===== src/rtl/pacman_pkg.sv =====
// Shared types and constants for the Pac-Man sprite renderer and its animation control.
package pacman_pkg;

    localparam int unsigned COORD_W   = 10;
    localparam int unsigned DIFF_W    = 11;
    localparam int unsigned R_W       = 6;
    localparam int unsigned SQ_W      = 12;
    localparam int unsigned KEYCODE_W = 8;
    localparam int unsigned CNT_W     = 8;

    typedef enum logic [1:0] {DIR_UP, DIR_LEFT, DIR_DOWN, DIR_RIGHT} dir_t;
    typedef enum logic [1:0] {CLOSED, HALF_OPENING, OPEN, HALF_CLOSING} phase_t;
    typedef enum logic [1:0] {MOUTH_NONE, MOUTH_HALF, MOUTH_FULL} mouth_t;

    localparam logic [KEYCODE_W-1:0] KEY_W = 8'h1a;
    localparam logic [KEYCODE_W-1:0] KEY_A = 8'h04;
    localparam logic [KEYCODE_W-1:0] KEY_S = 8'h16;
    localparam logic [KEYCODE_W-1:0] KEY_D = 8'h07;

    // Stage-1 payload: pixel offset rotated so the mouth always opens along +along.
    typedef struct packed {
        logic signed [DIFF_W-1:0]  along;
        logic        [COORD_W-1:0] perp_abs;
        logic        [R_W-1:0]     r;
        logic                      near;
        mouth_t                    mouth;
        logic                      blank;
    } stage1_t;

    function automatic logic [COORD_W-1:0] mag(input logic signed [DIFF_W-1:0] v);
        logic signed [DIFF_W-1:0] n;
        n = -v;
        return v[DIFF_W-1] ? n[COORD_W-1:0] : v[COORD_W-1:0];
    endfunction

endpackage


===== src/rtl/pacman_anim.sv =====
// Frame counter, mouth-phase FSM and facing-direction register, all advanced by frame_tick.
module pacman_anim
    import pacman_pkg::*;
#(
    parameter int unsigned ANIM_FRAMES = 4
) (
    input  logic                 clk_i,
    input  logic                 rst_ni,
    input  logic                 frame_tick_i,
    input  logic [KEYCODE_W-1:0] keycode_i,
    output dir_t                 dir_o,
    output mouth_t               mouth_o
);

    localparam logic [CNT_W-1:0] FRAMES_LAST = CNT_W'(ANIM_FRAMES - 1);

    phase_t            phase_q, phase_d;
    logic [CNT_W-1:0]  cnt_q, cnt_d;
    dir_t              dir_q, dir_d;
    mouth_t            mouth_q, mouth_d;

    always_ff @(posedge clk_i or negedge rst_ni) begin
        if (!rst_ni) begin
            phase_q <= CLOSED;
            cnt_q   <= '0;
            dir_q   <= DIR_RIGHT;
            mouth_q <= MOUTH_NONE;
        end else begin
            phase_q <= phase_d;
            cnt_q   <= cnt_d;
            dir_q   <= dir_d;
            mouth_q <= mouth_d;
        end
    end

    always_comb begin
        phase_d = phase_q;
        cnt_d   = cnt_q;
        dir_d   = dir_q;
        mouth_d = MOUTH_NONE;

        if (frame_tick_i) begin
            case (keycode_i)
                KEY_W:   dir_d = DIR_UP;
                KEY_A:   dir_d = DIR_LEFT;
                KEY_S:   dir_d = DIR_DOWN;
                KEY_D:   dir_d = DIR_RIGHT;
                default: dir_d = dir_q;
            endcase

            if (cnt_q == FRAMES_LAST) begin
                cnt_d = '0;
                case (phase_q)
                    CLOSED:       phase_d = HALF_OPENING;
                    HALF_OPENING: phase_d = OPEN;
                    OPEN:         phase_d = HALF_CLOSING;
                    HALF_CLOSING: phase_d = CLOSED;
                    default:      phase_d = CLOSED;
                endcase
            end else begin
                cnt_d = cnt_q + CNT_W'(1);
            end
        end

        // Mouth width is registered from the next phase so it tracks phase_q exactly.
        case (phase_d)
            CLOSED:  mouth_d = MOUTH_NONE;
            OPEN:    mouth_d = MOUTH_FULL;
            default: mouth_d = MOUTH_HALF;
        endcase
    end

    assign dir_o   = dir_q;
    assign mouth_o = mouth_q;

endmodule


===== src/rtl/pacman_renderer.sv =====
// Two-stage pixel pipeline deciding whether the scan position is inside Pac-Man's body minus the mouth wedge.
module pacman_renderer
    import pacman_pkg::*;
#(
    parameter int unsigned ANIM_FRAMES = 4,
    parameter int unsigned MAX_R       = 31,
    parameter logic [23:0] PAC_RGB     = 24'hFFFF00
) (
    input  logic                 Clk,
    input  logic                 Reset_n,
    input  logic                 frame_tick,
    input  logic [KEYCODE_W-1:0] keycode,
    input  logic [COORD_W-1:0]   BallX,
    input  logic [COORD_W-1:0]   BallY,
    input  logic [COORD_W-1:0]   BallS,
    input  logic [COORD_W-1:0]   DrawX,
    input  logic [COORD_W-1:0]   DrawY,
    input  logic                 blank_in,
    output logic                 blank_out,
    output logic                 is_pac,
    output logic [7:0]           Red,
    output logic [7:0]           Green,
    output logic [7:0]           Blue
);

    dir_t    dir;
    mouth_t  mouth_w;

    pacman_anim #(.ANIM_FRAMES(ANIM_FRAMES)) u_anim (
        .clk_i        (Clk),
        .rst_ni       (Reset_n),
        .frame_tick_i (frame_tick),
        .keycode_i    (keycode),
        .dir_o        (dir),
        .mouth_o      (mouth_w)
    );

    logic signed [DIFF_W-1:0] dx_c, dy_c, along_c;
    logic [COORD_W-1:0]       adx_c, ady_c, perp_c;
    logic [R_W-1:0]           r_c;
    stage1_t                  s1_d, s1_q;

    // Stage 1: signed offsets, radius clamp, bounding-box test and rotation into the facing frame.
    always_comb begin
        dx_c  = $signed({1'b0, DrawX}) - $signed({1'b0, BallX});
        dy_c  = $signed({1'b0, DrawY}) - $signed({1'b0, BallY});
        adx_c = mag(dx_c);
        ady_c = mag(dy_c);
        r_c   = (BallS > COORD_W'(MAX_R)) ? R_W'(MAX_R) : BallS[R_W-1:0];

        along_c = dx_c;
        perp_c  = ady_c;
        case (dir)
            DIR_RIGHT: begin along_c = dx_c;  perp_c = ady_c; end
            DIR_LEFT:  begin along_c = -dx_c; perp_c = ady_c; end
            DIR_DOWN:  begin along_c = dy_c;  perp_c = adx_c; end
            DIR_UP:    begin along_c = -dy_c; perp_c = adx_c; end
            default:   begin along_c = dx_c;  perp_c = ady_c; end
        endcase

        s1_d.along    = along_c;
        s1_d.perp_abs = perp_c;
        s1_d.r        = r_c;
        s1_d.near     = (adx_c <= COORD_W'(r_c)) && (ady_c <= COORD_W'(r_c));
        s1_d.mouth    = mouth_w;
        s1_d.blank    = blank_in;
    end

    always_ff @(posedge Clk or negedge Reset_n) begin
        if (!Reset_n) s1_q <= '0;
        else          s1_q <= s1_d;
    end

    logic [COORD_W-1:0] along_mag_c;
    logic [SQ_W-1:0]    a2_c, p2_c, r2_c;
    logic [SQ_W:0]      d2_c;
    logic               body_c, along_pos_c, half_in_c, full_in_c, mouth_c, pac_c;

    // Stage 2: circle test on the (small, near-gated) magnitudes and wedge removal.
    always_comb begin
        along_mag_c = mag(s1_q.along);
        a2_c = SQ_W'(along_mag_c[R_W-1:0]) * SQ_W'(along_mag_c[R_W-1:0]);
        p2_c = SQ_W'(s1_q.perp_abs[R_W-1:0]) * SQ_W'(s1_q.perp_abs[R_W-1:0]);
        r2_c = SQ_W'(s1_q.r) * SQ_W'(s1_q.r);
        d2_c = {1'b0, a2_c} + {1'b0, p2_c};
        body_c = s1_q.near && (d2_c <= {1'b0, r2_c});

        along_pos_c = !s1_q.along[DIFF_W-1] && (s1_q.along != '0);
        half_in_c   = {1'b0, s1_q.perp_abs, 1'b0} <= {2'b00, s1_q.along[COORD_W-1:0]};
        full_in_c   = s1_q.perp_abs <= s1_q.along[COORD_W-1:0];

        mouth_c = 1'b0;
        case (s1_q.mouth)
            MOUTH_HALF: mouth_c = along_pos_c && half_in_c;
            MOUTH_FULL: mouth_c = along_pos_c && full_in_c;
            default:    mouth_c = 1'b0;
        endcase

        pac_c = body_c && !mouth_c && s1_q.blank;
    end

    always_ff @(posedge Clk or negedge Reset_n) begin
        if (!Reset_n) begin
            is_pac    <= 1'b0;
            blank_out <= 1'b0;
            Red       <= '0;
            Green     <= '0;
            Blue      <= '0;
        end else begin
            is_pac    <= pac_c;
            blank_out <= s1_q.blank;
            Red       <= pac_c ? PAC_RGB[23:16] : 8'h00;
            Green     <= pac_c ? PAC_RGB[15:8]  : 8'h00;
            Blue      <= pac_c ? PAC_RGB[7:0]   : 8'h00;
        end
    end

endmodule


===== config.mk =====
export PLATFORM = sky130hd
export DESIGN_NAME = pacman_renderer
export DESIGN_NICKNAME = d
export VERILOG_FILES = /design/src/rtl/pacman_pkg.sv /design/src/rtl/pacman_anim.sv /design/src/rtl/pacman_renderer.sv
export SDC_FILE = /design/constraint.sdc
export NUM_CORES = 1
export LEC_CHECK = 0
export ABC_CLOCK_PERIOD_IN_PS = 8390
export CAP_MARGIN = 30
export CORE_ASPECT_RATIO = 2
export CORE_MARGIN = 3
export CORE_UTILIZATION = 40
export CTS_BUF_LIST = sky130_fd_sc_hd__clkbuf_8
export CTS_CLUSTER_SIZE = 25
export DETAILED_ROUTE_END_ITERATION = 7
export GPL_ROUTABILITY_DRIVEN = 0
export SYNTH_ARGS = -nofsm -noshare
export SYNTH_HDL_FRONTEND = slang
export SYNTH_SLANG_ARGS = --single-unit

===== constraint.sdc =====
create_clock -name Clk -period 8.39 [get_ports Clk]
set_clock_uncertainty 0.05 [all_clocks]
set_input_delay 2.0975 -clock Clk [delete_from_list [all_inputs] [get_ports Clk]]
set_output_delay 2.0975 -clock Clk [all_outputs]
set_load 0.02 [all_outputs]

==> results.tsv, run 1 <==
metric	value	unit
MaxCap Viol Count	0	
first-pass GRT wire length	29000	µm
hold endpoint	s1_q[2]	
Final Max Tran Viols	0	
# hold bufs at CTS	0	
drt via density	5.24	
Setup violations, final	0	
Starting DRT DRC Count	142	
top cell type's share of synthesized area	0.183	
DRT Pass-1 Iters	4	
Clock Path Buffers	2	
RSZ-0062 raised after global routing	false	
initial antenna violation count	0	
register bit total from synthesis	46	
Async SR Flop Fraction	1.00	
most frequent cells in the layout	inv_1 (127), ha_1 (107), clkdlybuf4s50_1 (78)	
post-synth cell types	73	
fin crit period	6930	ps
core area	17900	µm²
WP data required	8570	ps
Least-Margin Pin Slew	906	ps
die area	20000	µm²
final worst slack	1460	ps
Total GRT Usage	0.181	
vias in the first global route	6249	
Yosys top cell by area	ha_1	
layout cells sized above 1	0.0437	
Synth Flop Type	dfrtp_1	
Worst slew margin	0.394	
dpl ws	1450	ps
Final Cycle Share	0.826	
Post-DP HPWL	14900	µm
critical path endpoint category	register	
largest net degree at the start of global routing	51	
via count	5912	
postcts setup bufs	0	
hold_sp	u_anim.mouth_o[1]	
area grow syn2layout	12.8	%
Layout Cells excl Fill	1129	
commonest non-fill, non-tap cell in the layout	inv_1	
cells after synthesis	856	
Achievable Freq	144	MHz
RR Startpoint	s1_q[20]	
hold_ws	314	ps
Register-to-Register Path Depth	27	
placed insts	1121	
startpoint types	register	
cts bufs inserted	5	
# DRC	0	
Initial Util	0.408	
Final Hold Fails	0	
clk sinks	46	
crit path DAT	7110	ps
synthesized area	7300	µm²
clock edge transition at the registers on the reported setup and hold paths	100	ps
Critical R2R Capture	Green[6]	
number of diodes	0	
yosys warns	0	
num ports	88	
most used cell, CP	fa_1	
Post-CTS Resized	0	
die width	102	µm
Max FO, Critical Path	7	
register area share after synthesis	0.158	
number of H-tree levels	2	
Hold Crit Class	register to register	
ANT nets after route	0	
total congestion overflow	0	
Total Wirelength	17100	µm
CP max stage cell	fa_1	
Post-synth EDFFs	0	
Reg2Reg Setup Slack	1460	ps
nets	1128	
average size of a mapped cell	8.53	µm²
Cells on Worst Hold Path	0	
port bufs	79	
Synth area leaders	ha_1 (18%), dfrtp_1 (15%), fa_1 (12%)	
setup TNS	0	ps
WS Path Type	register to register	
WL/cell	15.1	µm
outcome	finished, final reports clean	
Skew-Pair Late Insertion Delay	330	ps
TritonCTS clock tree	done	
row count	69	
Die Span Y	197	µm
Crit path largest cell delay	550	ps
Root Driver	clkbuf_8	
## logic make-up after synthesis
kind of cell             count (synthesis)  share of synthesized area
adder cells (fa/ha/maj)                151                      0.304
buffers and inverters                  164                      0.101
flip-flops                              46                      0.158
other                                    2                    0.00103
multiplexers                            20                     0.0309
XOR/XNOR                                61                     0.0732
AO/OA/AOI/OAI                          166                      0.156
AND/OR/NAND/NOR                        246                      0.176
## stage by stage
stage | util | cell area [µm²]
after floorplan | - | 7330
after global placement | 0.455 | 8130
after detailed placement | 0.456 | 8150
after CTS | 0.461 | 8240
after global routing | 0.461 | 8240
final | 0.461 | 8240
## flip-flops by register name, indices dropped and copies added (netlist names)
signal          flops
blank_out           1
u_anim.cnt_q        8
u_anim.phase_q      1
u_anim.mouth_o      2
Green               1
u_anim.dir_o        2
s1_q               31
## synthesized netlist by cell type, types with 17 or more instances
| master | count |
|---|---|
| nor3_1 | 17 |
| inv_1 | 126 |
| a21o_1 | 21 |
| buf_4 | 25 |
| nor2_1 | 58 |
| xor2_1 | 19 |
| fa_1 | 44 |
| a21oi_1 | 43 |
| nand2_1 | 50 |
| ha_1 | 107 |
| o21ai_0 | 34 |
| dfrtp_1 | 44 |
| and2_1 | 18 |
| xnor2_1 | 42 |
## worst max-delay path: cells and delay by family, from the launching register on
kind            cells  cell delay (ps)
simple gates        5              790
buf+inv             4              360
flops               1              470
compound gates      8             1350
fa+ha+maj           8             3300
xor+xnor            2              520
## worst max-delay path by stage
stage,from,cells past startpoint,end,slack [ps]
2_1_floorplan,s1_q[20],27,Green[6],1980
4_1_cts,s1_q[20],28,Green[6],1430
3_5_place_dp,s1_q[20],28,Green[6],1450
6_report,s1_q[20],27,Green[6],1460
3_3_place_gp,s1_q[20],27,Green[6],1600
5_1_grt,s1_q[20],28,Green[6],950
## layout make-up
type / instances / area [µm²]
Inverter: 126 / 473
Sequential cell: 46 / 1150
Clock buffer: 5 / 68.8
Timing Repair Buffer: 81 / 813
Multi-Input combinational cell: 655 / 5440
Tap cell: 213 / 267
Fill cell: 1753 / 9630
Clock inverter: 3 / 17.5
## layer usage
| layer | up-vias | GRT usage | part of all wire |
|---|---|---|---|
| li1 | 3014 | - | - |
| met1 | 2790 | 0.168 | 0.33 |
| met2 | 86 | 0.387 | 0.63 |
| met3 | 22 | 0.00919 | 0.012 |
| met4 | 0 | 0.0651 | 0.027 |
| met5 | - | 0 | 0 |
Power of run 1 is left out: the tool's default activity adds up to more than one toggle a clock period on the data nets, which glitch-free logic cannot reach.
==> run 2, diff against run 1 <==
--- a/config.mk
+++ b/config.mk
@@ -5,7 +5,7 @@
 export SDC_FILE = /design/constraint.sdc
 export NUM_CORES = 1
 export LEC_CHECK = 0
-export ABC_CLOCK_PERIOD_IN_PS = 8390
+export ABC_CLOCK_PERIOD_IN_PS = 5930
 export CAP_MARGIN = 30
 export CORE_ASPECT_RATIO = 2
 export CORE_MARGIN = 3
==> constraint.sdc (replaced) <==
create_clock -name Clk -period 5.93 [get_ports Clk]
set_clock_uncertainty 0.05 [all_clocks]
set_input_delay 1.4825 -clock Clk [delete_from_list [all_inputs] [get_ports Clk]]
set_output_delay 1.4825 -clock Clk [all_outputs]
set_load 0.02 [all_outputs]
==> run 2 against run 1 <==
  * Highest routed layer unchanged
  * Via count is 4.2% higher
  * First-iteration DRC count is 12% lower
  * Final cell count is 3.5% higher
  * Wire length is 3.3% higher
  * Non-clock buffer count is 40 higher
  * Critical endpoint unchanged
  * Design area is 5.7% higher
  * The run now ends with setup timing left
  * Clock-buffer cell count stayed put
==> results.tsv, run 2 (same netlist as run 1, synthesis figures left out) <==
metric	value	unit
ANT nets after route	0	
vias in the first global route	6441	
max reg flops	31	
grt met3 use	0.00848	
die area	20000	µm²
commonest non-fill, non-tap cell in the layout	inv_1	
RR Startpoint	s1_q[21]	
Achievable Freq	167	MHz
clock edge transition at the registers on the reported setup and hold paths	90	ps
area grow syn2layout	19.3	%
largest net degree at the start of global routing	51	
register area	1150	µm²
total congestion overflow	0	
Worst slew margin	0.409	
# DRC	0	
Final Cycle Share	1.01	
via count	6158	
number of H-tree levels	2	
Final Max Tran Viols	0	
Crit path largest cell delay	510	ps
layout cells sized above 1	0.109	
most frequent cells in the layout	inv_1 (124), ha_1 (104), clkdlybuf4s50_1 (78)	
met2 Usage GRT	0.403	
Largest delay share family, worst path	adder cells	
first-pass GRT wire length	30100	µm
Total Wirelength	17700	µm
WS Path Type	register to register	
Total GRT Usage	0.189	
outcome	finished, violations left	
Post-DP HPWL	15400	µm
core area	17900	µm²
Initial Util	0.408	
fin crit period	5980	ps
port bufs	79	
number of diodes	0	
num ports	88	
drt via density	5.27	
Skew-Pair Late Insertion Delay	300	ps
CP max stage cell	fa_1	
Final Hold Fails	0	
Clock Path Buffers	2	
MaxCap Viol Count	0	
WL/cell	15.1	µm
Critical Path Source	s1_q[21]	
crit path DAT	6160	ps
final worst slack	-54.2	ps
nets	1168	
Max FO, Critical Path	3	
failing checks	setup timing	
critical path endpoint category	register	
hold_ws	301	ps
die width	102	µm
area used by multi-input combinational logic	5590	µm²
Die Span Y	197	µm
Hold Crit Class	register to register	
grt peak-use layer	met2	
WP buf/inv	4	
Least-Margin Pin Slew	887	ps
row count	69	
startpoint types	register	
Fillers	1786	
Starting DRT DRC Count	125	
clk sinks	46	
Largest regs	s1_q (31), u_anim.cnt_q (8)	
met1 Usage GRT	0.172	
Root Driver	clkbuf_8	
hold_sp	u_anim.mouth_o[1]	
most used cell, CP	fa_1	
WP data required	6110	ps
RSZ-0062 raised after global routing	true	
Setup violations, final	1	
DRT Pass-1 Iters	4	
initial antenna violation count	0	
Biggest register	s1_q	
TritonCTS clock tree	done	
cts bufs inserted	5	
run 2: cell count changes in the layout (fill, tap and decap cells not counted), sizes merged:
cell,before,now
buf,3,43
clkinv,2,0
clkinvlp,0,1
bufinv,0,1
run 2: what timing repair did:
action	in CTS	in global routing
gates resized for setup	4	7
pin swaps	3	2
buffers inserted	0	1
gates cloned	0	0
setup endpoints to repair	1	1
hold buffers	0	0
run 2: per-layer routing:
| metal | up-vias | wire, µm |
|---|---|---|
| met2 | 74 | 11200 |
| met3 | 36 | 166 |
| met4 | 0 | 627 |
| met5 | - | 0 |
| li1 | 3096 | - |
| met1 | 2952 | 5670 |
run 2: layout make-up:
class | count | area share
clock inverters | 3 | 0.00474
flip-flops and latches | 46 | 0.132
repair buffers | 121 | 0.128
multi-input cells | 655 | 0.642
clock buffers | 5 | 0.00790
well taps | 213 | 0.0306
inverters | 126 | 0.0543
run 2: path summary, 6_finish.rpt:
check	endpoint	slack, ps	cells after the start
min in group asynchronous	u_anim.cnt_q[3]	970	1
hold / removal	s1_q[2]	300	0
setup reg to reg	Green[6]	-50	27
max in group asynchronous	u_anim.dir_o[1]	4350	2
hold reg to reg	s1_q[2]	300	0
setup / recovery	Green[6]	-50	27
run 2: through the flow:
| step | util | instance area [µm²] | std cells | setup slack [ps] | TNS (ps) |
|---|---|---|---|---|---|
| after floorplan | - | 7430 | 865 | 0.405 | 0 |
| after global placement | 0.477 | 8520 | 1159 | -70.0 | -70.0 |
| after detailed placement | 0.478 | 8540 | 1160 | -172 | -172 |
| after CTS | 0.484 | 8660 | 1168 | -76.3 | -76.3 |
| after global routing | 0.487 | 8710 | 1169 | -403 | -403 |
| final | 0.487 | 8710 | 1169 | -54.2 | -54.2 |
Power of run 2 is left out for the same reason.
